## src/rtl/mem_access_pkg.sv

```systemverilog
// Shared definitions for the data-memory access controller: FSM encoding,
// default bus widths and the strobe counter width.
`default_nettype none

package mem_access_pkg;

  localparam int DEF_ADDR_W = 5;
  localparam int DEF_DATA_W = 8;
  localparam int STRB_CNT_W = 4;

  typedef enum logic [2:0] {
    IDLE    = 3'd0,
    SETUP   = 3'd1,
    STROBE  = 3'd2,
    HOLD    = 3'd3,
    VSTROBE = 3'd4,
    VHOLD   = 3'd5
  } state_t;

endpackage

`default_nettype wire

```

## src/rtl/mem_strobe_timer.sv

```systemverilog
// Strobe length counter: loads STROBE_CYCLES-1 on start, counts down to zero;
// done is high while the count sits at zero, i.e. during the last strobe cycle.
`default_nettype none

module mem_strobe_timer
  import mem_access_pkg::*;
#(
  parameter int STROBE_CYCLES = 1
) (
  input  logic clk,
  input  logic rst_n,
  input  logic start_i,
  output logic done_o
);

  logic [STRB_CNT_W-1:0] cnt_q;
  logic [STRB_CNT_W-1:0] cnt_d;

  always_comb begin
    cnt_d = cnt_q;
    if (start_i) begin
      cnt_d = STRB_CNT_W'(STROBE_CYCLES - 1);
    end else if (cnt_q != '0) begin
      cnt_d = cnt_q - 1'b1;
    end
  end

  always_ff @(posedge clk or negedge rst_n) begin
    if (!rst_n) begin
      cnt_q <= '0;
    end else begin
      cnt_q <= cnt_d;
    end
  end

  assign done_o = (cnt_q == '0);

endmodule

`default_nettype wire

```

## src/rtl/mem_access_ctrl.sv

```systemverilog
// Load/store bus initiator for a level-sensitive data memory with address setup/hold.
// Optional store readback verify: define MEM_ACCESS_WRITE_VERIFY_EN.
`default_nettype none

module mem_access_ctrl
  import mem_access_pkg::*;
#(
  parameter int ADDR_W        = DEF_ADDR_W,
  parameter int DATA_W        = DEF_DATA_W,
  parameter int STROBE_CYCLES = 1
) (
  input  logic              clk,
  input  logic              rst_n,
  input  logic              req_valid,
  output logic              req_ready,
  input  logic              req_we,
  input  logic [ADDR_W-1:0] req_addr,
  input  logic [DATA_W-1:0] req_wdata,
  output logic              rsp_valid,
  output logic [DATA_W-1:0] rsp_rdata,
  output logic              rsp_err,
  output logic              mem_rd,
  output logic              mem_wr,
  output logic [ADDR_W-1:0] mem_addr,
  output logic [DATA_W-1:0] mem_wdata,
  input  logic [DATA_W-1:0] mem_rdata
);

  state_t            state_q;
  logic              we_q;
  logic              req_ready_q;
  logic              rsp_valid_q;
  logic [DATA_W-1:0] rsp_rdata_q;
  logic              mem_rd_q;
  logic              mem_wr_q;
  logic [ADDR_W-1:0] mem_addr_q;
  logic [DATA_W-1:0] mem_wdata_q;
  logic              tmr_start;
  logic              tmr_done;

`ifdef MEM_ACCESS_WRITE_VERIFY_EN
  logic verr_q;
  logic rsp_err_q;
  // The timer is armed in the cycle before each strobe phase, including the readback.
  assign tmr_start = (state_q == SETUP) || ((state_q == HOLD) && we_q);
  assign rsp_err   = rsp_err_q;
`else
  assign tmr_start = (state_q == SETUP);
  assign rsp_err   = 1'b0;
`endif

  mem_strobe_timer #(
    .STROBE_CYCLES (STROBE_CYCLES)
  ) u_timer (
    .clk     (clk),
    .rst_n   (rst_n),
    .start_i (tmr_start),
    .done_o  (tmr_done)
  );

  always_ff @(posedge clk or negedge rst_n) begin
    if (!rst_n) begin
      state_q     <= IDLE;
      we_q        <= 1'b0;
      req_ready_q <= 1'b1;
      rsp_valid_q <= 1'b0;
      rsp_rdata_q <= '0;
      mem_rd_q    <= 1'b0;
      mem_wr_q    <= 1'b0;
      mem_addr_q  <= '0;
      mem_wdata_q <= '0;
`ifdef MEM_ACCESS_WRITE_VERIFY_EN
      verr_q      <= 1'b0;
      rsp_err_q   <= 1'b0;
`endif
    end else begin
      rsp_valid_q <= 1'b0;
`ifdef MEM_ACCESS_WRITE_VERIFY_EN
      rsp_err_q   <= 1'b0;
`endif
      case (state_q)
        IDLE: begin
          if (req_valid) begin
            we_q        <= req_we;
            mem_addr_q  <= req_addr;
            mem_wdata_q <= req_wdata;
            req_ready_q <= 1'b0;
            state_q     <= SETUP;
          end
        end
        SETUP: begin
          mem_rd_q <= ~we_q;
          mem_wr_q <= we_q;
          state_q  <= STROBE;
        end
        STROBE: begin
          if (tmr_done) begin
            mem_rd_q <= 1'b0;
            mem_wr_q <= 1'b0;
            if (!we_q) begin
              rsp_rdata_q <= mem_rdata;
            end
            state_q <= HOLD;
          end
        end
        HOLD: begin
`ifdef MEM_ACCESS_WRITE_VERIFY_EN
          if (we_q) begin
            mem_rd_q <= 1'b1;
            state_q  <= VSTROBE;
          end else begin
            rsp_valid_q <= 1'b1;
            req_ready_q <= 1'b1;
            state_q     <= IDLE;
          end
`else
          rsp_valid_q <= 1'b1;
          req_ready_q <= 1'b1;
          state_q     <= IDLE;
`endif
        end
`ifdef MEM_ACCESS_WRITE_VERIFY_EN
        VSTROBE: begin
          if (tmr_done) begin
            mem_rd_q <= 1'b0;
            verr_q   <= (mem_rdata != mem_wdata_q);
            state_q  <= VHOLD;
          end
        end
        VHOLD: begin
          rsp_valid_q <= 1'b1;
          rsp_err_q   <= verr_q;
          req_ready_q <= 1'b1;
          state_q     <= IDLE;
        end
`endif
        default: begin
          state_q <= IDLE;
        end
      endcase
    end
  end

  assign req_ready = req_ready_q;
  assign rsp_valid = rsp_valid_q;
  assign rsp_rdata = rsp_rdata_q;
  assign mem_rd    = mem_rd_q;
  assign mem_wr    = mem_wr_q;
  assign mem_addr  = mem_addr_q;
  assign mem_wdata = mem_wdata_q;

endmodule

`default_nettype wire

```

## config.mk

```make
export PLATFORM = sky130hd
export DESIGN_NAME = mem_access_ctrl
export DESIGN_NICKNAME = d
export VERILOG_FILES = /design/src/rtl/mem_access_pkg.sv /design/src/rtl/mem_strobe_timer.sv /design/src/rtl/mem_access_ctrl.sv
export SDC_FILE = /design/constraint.sdc
export NUM_CORES = 1
export LEC_CHECK = 0
export CORE_MARGIN = 1.5
export CORE_UTILIZATION = 47
export CTS_BUF_LIST = sky130_fd_sc_hd__clkbuf_16
export CTS_CLUSTER_DIAMETER = 40
export DETAILED_ROUTE_END_ITERATION = 16
export PLACE_DENSITY = 0.94
export SYNTH_ARGS = -nofsm -noshare
export SYNTH_HDL_FRONTEND = slang
export SYNTH_SLANG_ARGS = --single-unit
export TNS_END_PERCENT = 50
```

## constraint.sdc

```tcl
create_clock -name clk -period 3.6 [get_ports clk]
set_clock_uncertainty 0.05 [all_clocks]
set_input_delay 0.72 -clock clk [delete_from_list [all_inputs] [get_ports clk]]
set_output_delay 0.72 -clock clk [all_outputs]
set_load 0.005 [all_outputs]
```

Word level (Yosys, flattened, before mapping):

Index checks and enable logic that the tools add are counted.

* bitwise gates (word level): 1
* add/sub/neg operators: 1
* equality and inequality tests: 5
* multiplexer cells: 11
* reduce and logical (&&, ||, !) cells: 11

Operators with widths (count)
* case mux 3 bit (3 select lines): 1
* two-way mux 4 bit: 2
* AND reduction 2 bit: 4
* == test 3 x 2 -> 1 bit, second input constant: 2
* two-way mux 3 bit: 2
* case mux 1 bit (2 select lines): 3
* nonzero test 2 bit: 3
* zero test 4 bit: 1
* inequality test 2 bit, second input constant: 2
* nonzero test 4 bit: 1
* subtractor 4 x 1 -> 4 bit, second input constant: 1
* == test 3 x 1 -> 1 bit, second input constant: 1
* zero test 3 bit: 1
* two-way mux 1 bit: 3
* AND reduction 3 bit: 1
* inverter 1 bit: 1

* register bits after elaboration: 33
* output and inout bits: 26
* bits of input ports: 25
* logic and storage cells: 39

Depth between registers and ports, before layout:

* depth after elaboration: 3
* mapped depth: 6
* gate-level depth less buffers: 5

Modules after synthesis:

From an unflattened synthesis, not the netlist that was laid out.

* cells, all modules: 100
* area, all modules: 1376.3 um2

Modules (own cells, without submodules)
* mem_access_ctrl: area each 1148.6 um2, times used 1, cells each 78, sequential area each 701.9 um2
* mem_strobe_timer: area each 227.7 um2, times used 1, cells each 22, sequential area each 100.1 um2

Worst setup path before layout:

No wires, ideal clock.

* path type: reg-to-reg
* from: register u_timer.cnt_q[0]
* to: register state_q[1]
* data arrival time: 1.573 ns
* clock period less this slack: 1.751 ns
* cell stages (with the launch flop): 7
* setup slack: 1.849 ns
* buffers on the path: 1
* setup time: 0.128 ns
* cell sequence: dfrtp_1 -> inv_1 -> ha_1 -> or3b_1 -> buf_6 -> a21oi_4 -> mux2_1

* cells in the longest elaborated chain, start to end: 3

Ends and longest elaborated chain
* start, declared: line mem_strobe_timer.sv:16 `logic [STRB_CNT_W-1:0] cnt_q;`
* start signal, assigned: line mem_strobe_timer.sv:32 `cnt_q <= cnt_d;`
* zero test 4 bit: line mem_strobe_timer.sv:36 `assign done_o = (cnt_q == '0);`
* inequality test 2 bit (no line)
* AND reduction 2 bit (no line)
* end signal, assigned: line mem_access_ctrl.sv:63 `state_q <= IDLE;`
* end signal, assigned: line mem_access_ctrl.sv:88 `state_q <= SETUP;`
* end signal, assigned: line mem_access_ctrl.sv:94 `state_q <= STROBE;`
* end, declared: line mem_access_ctrl.sv:29 `state_t state_q;`

No other way between the ends.
A chain may end at the register's enable or synchronous reset.

Final worst setup path:

* from: register req_ready_q (netlist: req_ready)
* to: output port req_ready

RTL lines
* start, declared: line mem_access_ctrl.sv:31 `logic req_ready_q;`
* start signal, assigned: line mem_access_ctrl.sv:65 `req_ready_q <= 1'b1;`
* start signal, assigned: line mem_access_ctrl.sv:87 `req_ready_q <= 1'b0;`
* start signal, assigned: line mem_access_ctrl.sv:118 `req_ready_q <= 1'b1;`
* end, declared: line mem_access_ctrl.sv:15 `output logic req_ready,`

No word-level cell between the ends.

==> metrics <==
core area=2810 µm²; maximum number of pins on one net before global-route repair=19; reg2reg setup slack=1.69 ns; share of the synthesized area in the top cell type=between 50% and 60%; Setup Buffers After CTS=0; final global-route overflow total=0; clock latency on the worst-skew pair=0.28 ns; arrival time worst endpoint=1.34 ns; fmax=0.474 GHz; met1 wire length=1090 µm; Post-DRT Antenna Nets=0; WL met2=around 1500 µm; highest metal used=met4; CP Cell Sequence=clkdlybuf4s50_1; cell taking the most area after synthesis=dfrtp_1; worst-margin pin slew=about 0.69 ns; DR WL met3=247 µm; Die X=57.8 µm; Pwr Total=0.00179 W; Crit Path Category=reg -> out; Synth Warn #=0; vias=972; Critical Path End Type=primary output; first-pass GRT wire length=between 4000 and 5000 µm; worst hold path class=reg -> reg; delay-heaviest family, CP=flip-flops; WL final=2900 µm; Total GRT Usage=approximately a fifth; setup_tns=0 ns; fraction of layout cells with a size suffix above 1=24.0%; Seq/Total Area, Yosys=56.8%; Post-Layout Cell Count=about 190; Initial Util=50.4%; die height=57.8 µm; Placed Cells=177; initial antenna violation count=0; final setup violating endpoints=0; Cell variety after synth=29; pre-CTS WS=1.35 ns; Antenna Diode Count=0; CTS HTree Levels=2; dpl hpwl=around 2100 µm; Power per Cell Area=approximately 860 nW/µm²; Syn Nets=133; WL/cell=15.7 µm; status=finished with violations; fin crit share=about three fifths; asr flop ratio synth=100%; cts repair resizes=0; Layout area overhead=47.6%; number of enable flip-flop cells after synthesis=0; drt pass-1 iters=10; Clock Path Buffers=2; Via density=5.25; failing checks=design-rule violations; Root Driver=clkbuf_16; residual DRC count=8; fin worst setup slack=1.49 ns; syn avg cell area=14.0 µm²; CTS tree=done; max cap viols=0; die area=3340 µm²; Mapped Area=between 1000 and 1500 µm²; slew margin rel.=54.1%; Worst Path Required=2.83 ns; # IOs=51; Critical Path Fanout Max=3; vias in the first global route=a little over 1,000; slowest stage cell, crit path=dfstp_2; Peak VDD IR=0.576 mV; Max Transition Viols Final=0; worst hold margin=0.450 ns; RSZ-0062 raised after global routing=false; leakage=a little over 0.9 nW; largest stage delay on the critical path=0.54 ns; 1st-iter DRT viols=24; final hold vios=0; Nets=185; RePlAce Congestion=roughly 0.72; CTS Buf Count=5; hold_buf cts=0; Buf/Inv on CP=1; clk slew on worst S/H paths=0.05 ns; port bufs=49; # clock sinks=32; # rows=19; Synth Flop Type=dfrtp_1; top post-synthesis cells by area=dfrtp_1, mux2_2, ha_1; register bit total from synthesis=32; min Tclk post-route=2.11 ns; CP Launch Type=flip-flop; Syn Inst Count=101
==> per-stage QoR <==
step	cell area [µm²]	util (%)
after floorplan	1410	-
after global placement	1920	68.3
after detailed placement	1920	68.3
after CTS	2080	74.3
after global routing	2080	74.3
final	2080	74.3
==> final timing paths <==
path                               endpoint  cells after the start              from
max                               req_ready                      1         req_ready
min                            rsp_rdata[0]                      1      rsp_rdata[0]
max reg2reg                      state_q[1]                      5  u_timer.cnt_q[0]
min reg2reg                    rsp_rdata[0]                      1      rsp_rdata[0]
max in group asynchronous  u_timer.cnt_q[0]                      2             rst_n
min in group asynchronous         rsp_valid                      1             rst_n
==> worst reg2reg max path: cells and delay by family (launching register included) <==
family	cells	cell delay, ns
compound gates	1	0.22
fa+ha+maj	1	0.20
buf+inv	1	0.12
flops	1	0.38
mux	1	0.33
simple gates	1	0.50
==> sequential cells by signal, summed over array words and instances (netlist names) <==
signal,count
mem_rd,1
rsp_rdata,8
we_q,1
req_ready,1
mem_wdata,8
rsp_valid,1
mem_addr,5
state_q,2
u_timer.cnt_q,4
mem_wr,1
==> placed cells by master (no fill, tap or decap), drive strengths merged <==
cell and n:
clkdlybuf4s50 49, dfrtp 31, mux2 23, ha 7
inv 5, nor2 5, clkbuf 5, mux2i 4
nand3 3, nor3 2, xnor2 2, o21ai 2
a21oi 2, or3b 1, nor2b 1, nand2 1
nor3b 1, a211oi 1, and2 1, o21bai 1
o32ai 1, conb 1, bufinv 1, clkinv 1
clkinvlp 1, buf 1, dfstp 1
==> cell usage after synthesis, types with 2 or more instances <==
| cell | instances |
|---|---|
| o21ai_0 | 2 |
| nand3_1 | 2 |
| nor2_1 | 5 |
| dfrtp_1 | 31 |
| inv_1 | 5 |
| mux2i_1 | 4 |
| ha_1 | 7 |
| nor3_1 | 2 |
| xnor2_1 | 2 |
| mux2_2 | 22 |
==> logic make-up after synthesis <==
kind of cell	count (synthesis)	synth area share, %
flip-flops	32	56.8
adder cells (fa/ha/maj)	7	6.20
buffers and inverters	10	3.63
XOR/XNOR	2	1.24
multiplexers	27	21.2
AO/OA/AOI/OAI	7	4.43
AND/OR/NAND/NOR	15	6.29
other	1	0.265
==> per-layer routing <==
| layer | global-route usage (%) | up-vias |
|---|---|---|
| met2 | 33.9 | 39 |
| met1 | 21.2 | 480 |
| met3 | 8.26 | 7 |
| met5 | 0 | - |
| li1 | - | 446 |
| met4 | 6.98 | 0 |
==> layout make-up <==
| cell class | count | area, µm² |
|---|---|---|
| Clock buffer | 5 | 125 |
| Clock inverter | 3 | 42.5 |
| Fill cell | 187 | 721 |
| Inverter | 5 | 18.8 |
| Multi-Input combinational cell | 59 | 559 |
| Sequential cell | 32 | 802 |
| Tap cell | 31 | 38.8 |
| Timing Repair Buffer | 50 | 498 |
==> power breakdown <==
group / internal (W) / total (W) / leakage [nW] / switching [W]
registers: 0.000527 / 0.000626 / 0.388 / 0.0000989
logic: 0.000453 / 0.000688 / 0.444 / 0.000235
clock network: 0.000324 / 0.000472 / 0.0798 / 0.000148
total: 0.00130 / 0.00179 / 0.912 / 0.000482
Power figures use the tool's default switching activity.
==> RTL change 1 (same settings) <==
Change the package constant `STRB_CNT_W` from 4 to 3.
--- a/src/rtl/mem_access_pkg.sv
+++ b/src/rtl/mem_access_pkg.sv
@@ -7,5 +7,5 @@
   localparam int DEF_ADDR_W = 5;
   localparam int DEF_DATA_W = 8;
-  localparam int STRB_CNT_W = 4;
+  localparam int STRB_CNT_W = 3;
 
   typedef enum logic [2:0] {
Check against the original RTL: no difference found for any inputs over 10 cycles, from zero or initial values and one cycle with rst_n low; that may be too few to reach the edited logic, so the function may still have changed.
==> RTL change 1 against the original RTL <==
Sequential cell count fell by 1; worst setup slack better by 44 ps; sequential power decreased by 2%; synthesized cell count down 6.9%; non-clock buffer count unchanged; final area is 4.6% lower; critical path depth unchanged; first-iteration DRC count down 42%; worst hold slack better by 1.5 ps; total power decreased by 6.2%; area after synthesis is 5.3% lower; routed wire length fell by 5.0%; critical endpoint unchanged; largest cell class unchanged.
==> RTL change 1: results (changes against the original RTL) <==
[metrics] global-route wire length before repair: 4670 um (was 4790 um)
[metrics] first-pass detailed-route iteration total: 4 (was 10)
[metrics] Placed Area: 0.00185 sq mm (was 0.00192 sq mm)
[metrics] worst IR drop on VDD: 0.764 mV (was 0.576 mV)
[metrics] Detail Route met2 WL: 1510 um (was 1520 um)
[metrics] via count of the first global-routing pass: 982 (was 1036)
[metrics] ANT cells: 0 (unchanged)
[metrics] run status: complete, no violations (was finished, violations left)
[metrics] layout net count: 180 (was 185)
[metrics] Total Wirelength: 2760 um (was 2900 um)
[metrics] detailed placer's ending HPWL: 1990 um (was 2100 um)
[metrics] largest cells by area after synthesis: sky130_fd_sc_hd__dfrtp_1 (56%), sky130_fd_sc_hd__mux2_2 (19%), sky130_fd_sc_hd__ha_1 (6.5%) (was sky130_fd_sc_hd__dfrtp_1 (55%), sky130_fd_sc_hd__mux2_2 (18%), sky130_fd_sc_hd__ha_1 (6.2%))
[metrics] largest net degree at the start of global routing: 32 (was 19)
[metrics] Post-Route M1 WL: 1040 um (was 1090 um)
[metrics] routed vias: 930 (was 972)
[metrics] pre-CTS WS: 1370 ps (was 1350 ps)
[metrics] fraction of layout cells with a size suffix above 1: 0.221 (was 0.240)
[metrics] Clock Tree Root: sky130_fd_sc_hd__clkbuf_16 (unchanged)
[metrics] FILL cells: 193 (was 187)
[metrics] global placer's final weighted congestion: 0.673 (was 0.717)
[metrics] most used standard cells in the synthesized netlist: sky130_fd_sc_hd__dfrtp_1 (30), sky130_fd_sc_hd__mux2_2 (23), sky130_fd_sc_hd__ha_1 (7), sky130_fd_sc_hd__nor2_1 (6), sky130_fd_sc_hd__inv_1 (5) (was sky130_fd_sc_hd__dfrtp_1 (31), sky130_fd_sc_hd__mux2_2 (22), sky130_fd_sc_hd__ha_1 (7), sky130_fd_sc_hd__inv_1 (5), sky130_fd_sc_hd__nor2_1 (5))
[metrics] 1st-iter DRT viols: 14 (was 24)
[metrics] initial antenna violation count: 0 (unchanged)
[metrics] detailed route wirelength on metal3: 143 um (was 247 um)
[metrics] static leakage power: 0.872 nW (was 0.912 nW)
[metrics] worst slew margin relative to its limit: 0.610 (was 0.541)
[metrics] gr usage total: 0.198 (was 0.195)
[metrics] number of different library cells in the post-synthesis netlist: 21 (was 29)
[RTL change 1: power by group]
group	switching, mW	leakage [nW]	internal, mW
Combinational	0.222	0.422	0.451
Sequential	0.101	0.374	0.513
Clock	0.139	0.0762	0.249
Total	0.462	0.872	1.21
[RTL change 1: final cells by class]
type / count / share of cell area
well taps: 31 / 0.0195
clock inverters: 3 / 0.00629
clock buffers: 5 / 0.0629
flip-flops and latches: 31 / 0.391
repair buffers: 50 / 0.250
inverters: 5 / 0.00944
multi-input cells: 55 / 0.261
[RTL change 1: routing by layer]
| layer | track usage | vias up |
|---|---|---|
| met5 | 0 | - |
| met4 | 0.109 | 0 |
| met3 | 0.0599 | 7 |
| met2 | 0.336 | 31 |
| met1 | 0.221 | 469 |
| li1 | - | 423 |
[RTL change 1: cell families after synthesis]
kind of cell | synth area share
other cells | 0.00280
compound gates | 0.0327
xor+xnor | 0.00655
mux | 0.224
buf+inv | 0.0318
fa+ha+maj | 0.0655
simple gates | 0.0561
flops | 0.581
[RTL change 1: per-stage QoR]
stage               instances  power (mW)  hold WS (ps)  utilization
finish                    180        1.67           452        0.727
global placement          172        1.24           435        0.677
floorplan                  94       0.912           374            -
detailed placement        172        1.30           445        0.677
CTS                       180        1.69           453        0.727
global route              180        1.77           481        0.727
[RTL change 1: path summary, 6_finish.rpt]
path	startpoint	endpoint	slack (ps)	depth (start not counted)
min in group asynchronous	rst_n	mem_addr[4]	790	2
worst min register to register	rsp_rdata[3]	rsp_rdata[3]	450	1
worst max register to register	state_q[0]	rsp_rdata[4]	1780	4
worst min-delay path	rsp_rdata[3]	rsp_rdata[3]	450	1
worst max-delay path	req_ready	req_ready	1530	1
max in group asynchronous	rst_n	req_ready	2400	2
==> RTL change 2 (same settings) <==
Without the edit above. Make the reset (`rst_n`) synchronous in 2 clocked blocks.
--- a/src/rtl/mem_strobe_timer.sv
+++ b/src/rtl/mem_strobe_timer.sv
@@ -26,5 +26,5 @@
   end
 
-  always_ff @(posedge clk or negedge rst_n) begin
+  always_ff @(posedge clk) begin
     if (!rst_n) begin
       cnt_q <= '0;
--- a/src/rtl/mem_access_ctrl.sv
+++ b/src/rtl/mem_access_ctrl.sv
@@ -59,5 +59,5 @@
   );
 
-  always_ff @(posedge clk or negedge rst_n) begin
+  always_ff @(posedge clk) begin
     if (!rst_n) begin
       state_q     <= IDLE;
Formal check against the unedited RTL: differs if rst_n is asserted again (counterexample within 4 cycles, from zero or initial values and one cycle with rst_n low); with rst_n held inactive, the same outputs for 10 cycles.
==> RTL change 2 against the original RTL <==
Global-route usage is 0.40 points higher; largest power group is now registers; final area is 4.9% lower; sequential cell count stayed put; total power is 25% lower; area after synthesis is 2.5% lower; die area is 2.3% lower; worst setup slack worse by 75 ps; routed wire length is 4.7% lower.
==> RTL change 2: results (changes against the original RTL) <==
[metrics] critical path's top delay family: simple AND/OR/NAND/NOR gates (was flip-flops)
[metrics] fraction of layout cells with a size suffix above 1: 0.0448 (was 0.240)
[metrics] FILL cells: 213 (was 187)
[metrics] placeable core region: 0.00276 sq mm (was 0.00281 sq mm)
[metrics] hold worst-path end: mem_addr[2] (was rsp_rdata[0])
[metrics] critical path type: flip-flop to flip-flop (was flip-flop to primary output)
[metrics] Register Area: 641 sq um (was 802 sq um)
[metrics] most used standard cells in the synthesized netlist: sky130_fd_sc_hd__nand2_1 (49), sky130_fd_sc_hd__dfxtp_1 (32), sky130_fd_sc_hd__a21boi_1 (14), sky130_fd_sc_hd__mux2i_1 (10) (was sky130_fd_sc_hd__dfrtp_1 (31), sky130_fd_sc_hd__mux2_2 (22), sky130_fd_sc_hd__ha_1 (7), sky130_fd_sc_hd__inv_1 (5), sky130_fd_sc_hd__nor2_1 (5))
[metrics] static leakage power: 0.761 nW (was 0.912 nW)
[metrics] run status: complete, no violations (was finished, violations left)
[metrics] Global Route met1 Usage: 0.216 (was 0.212)
[metrics] number of different library cells in the post-synthesis netlist: 28 (was 29)
[metrics] detailed placer's ending HPWL: 1960 um (was 2100 um)
[metrics] global-route met3 utilization: 0.107 (was 0.0826)
[metrics] standard cell with the maximum stage delay on the critical path: sky130_fd_sc_hd__nor3b_2 (was sky130_fd_sc_hd__dfstp_2)
[metrics] clock network area share: 0.0631 (was 0.0804)
[metrics] global placer's final weighted congestion: 0.662 (was 0.717)
[metrics] Synth Net Count: 187 (was 133)
[metrics] maximum fanout encountered on the critical timing path: 8 (was 3)
[metrics] Placed Area: 0.00186 sq mm (was 0.00192 sq mm)
[metrics] endpoint of the lowest-slack register-to-register path: rsp_rdata[3] (was state_q[1])
[metrics] via count of the first global-routing pass: 1139 (was 1036)
[metrics] global-route wire length before repair: 4820 um (was 4790 um)
[metrics] Worst Tran Pin Value: 777 ps (was 686 ps)
[metrics] gr usage total: 0.199 (was 0.195)
[metrics] global routing met2 resource utilization: 0.327 (was 0.339)
[metrics] vias per cell: 4.99 (was 5.25)
[metrics] largest cells by area after synthesis: sky130_fd_sc_hd__dfxtp_1 (47%), sky130_fd_sc_hd__nand2_1 (13%), sky130_fd_sc_hd__a21boi_1 (7.6%) (was sky130_fd_sc_hd__dfrtp_1 (55%), sky130_fd_sc_hd__mux2_2 (18%), sky130_fd_sc_hd__ha_1 (6.2%))
[metrics] non-clock inverter count: 7 (was 5)
[metrics] worst reg-to-reg setup slack: 1410 ps (was 1690 ps)
[metrics] post-synthesis async set-or-reset flop share: 0 (was 1.00)
==> RTL change 2: stage by stage <==
stage               power (mW)   util  hold WS (ps)  worst slack, ps  cells
floorplan                0.823      -           401             1960    156
global placement         0.962  0.674           392             1370    227
detailed placement       0.977  0.674           399             1310    227
CTS                       1.36  0.719           406             1390    232
global route              1.44  0.719           428             1280    232
finish                    1.34  0.719           406             1410    232
==> RTL change 2: power breakdown <==
| part | internal [mW] | switching, mW |
|---|---|---|
| Combinational | 0.248 | 0.224 |
| Clock | 0.242 | 0.130 |
| Sequential | 0.439 | 0.0595 |
==> RTL change 2: kinds of logic (layout without fill, tap and decap cells) <==
family                   after synthesis  after routing  synth area share
AND/OR/NAND/NOR                       66             66             0.209
flip-flops                            32             32             0.465
AO/OA/AOI/OAI                         21             21             0.115
buffers and inverters                 17             62            0.0600
multiplexers                          11             11            0.0808
adder cells (fa/ha/maj)                6              6            0.0545
XOR/XNOR                               2              2            0.0127
other                                  1              1           0.00272
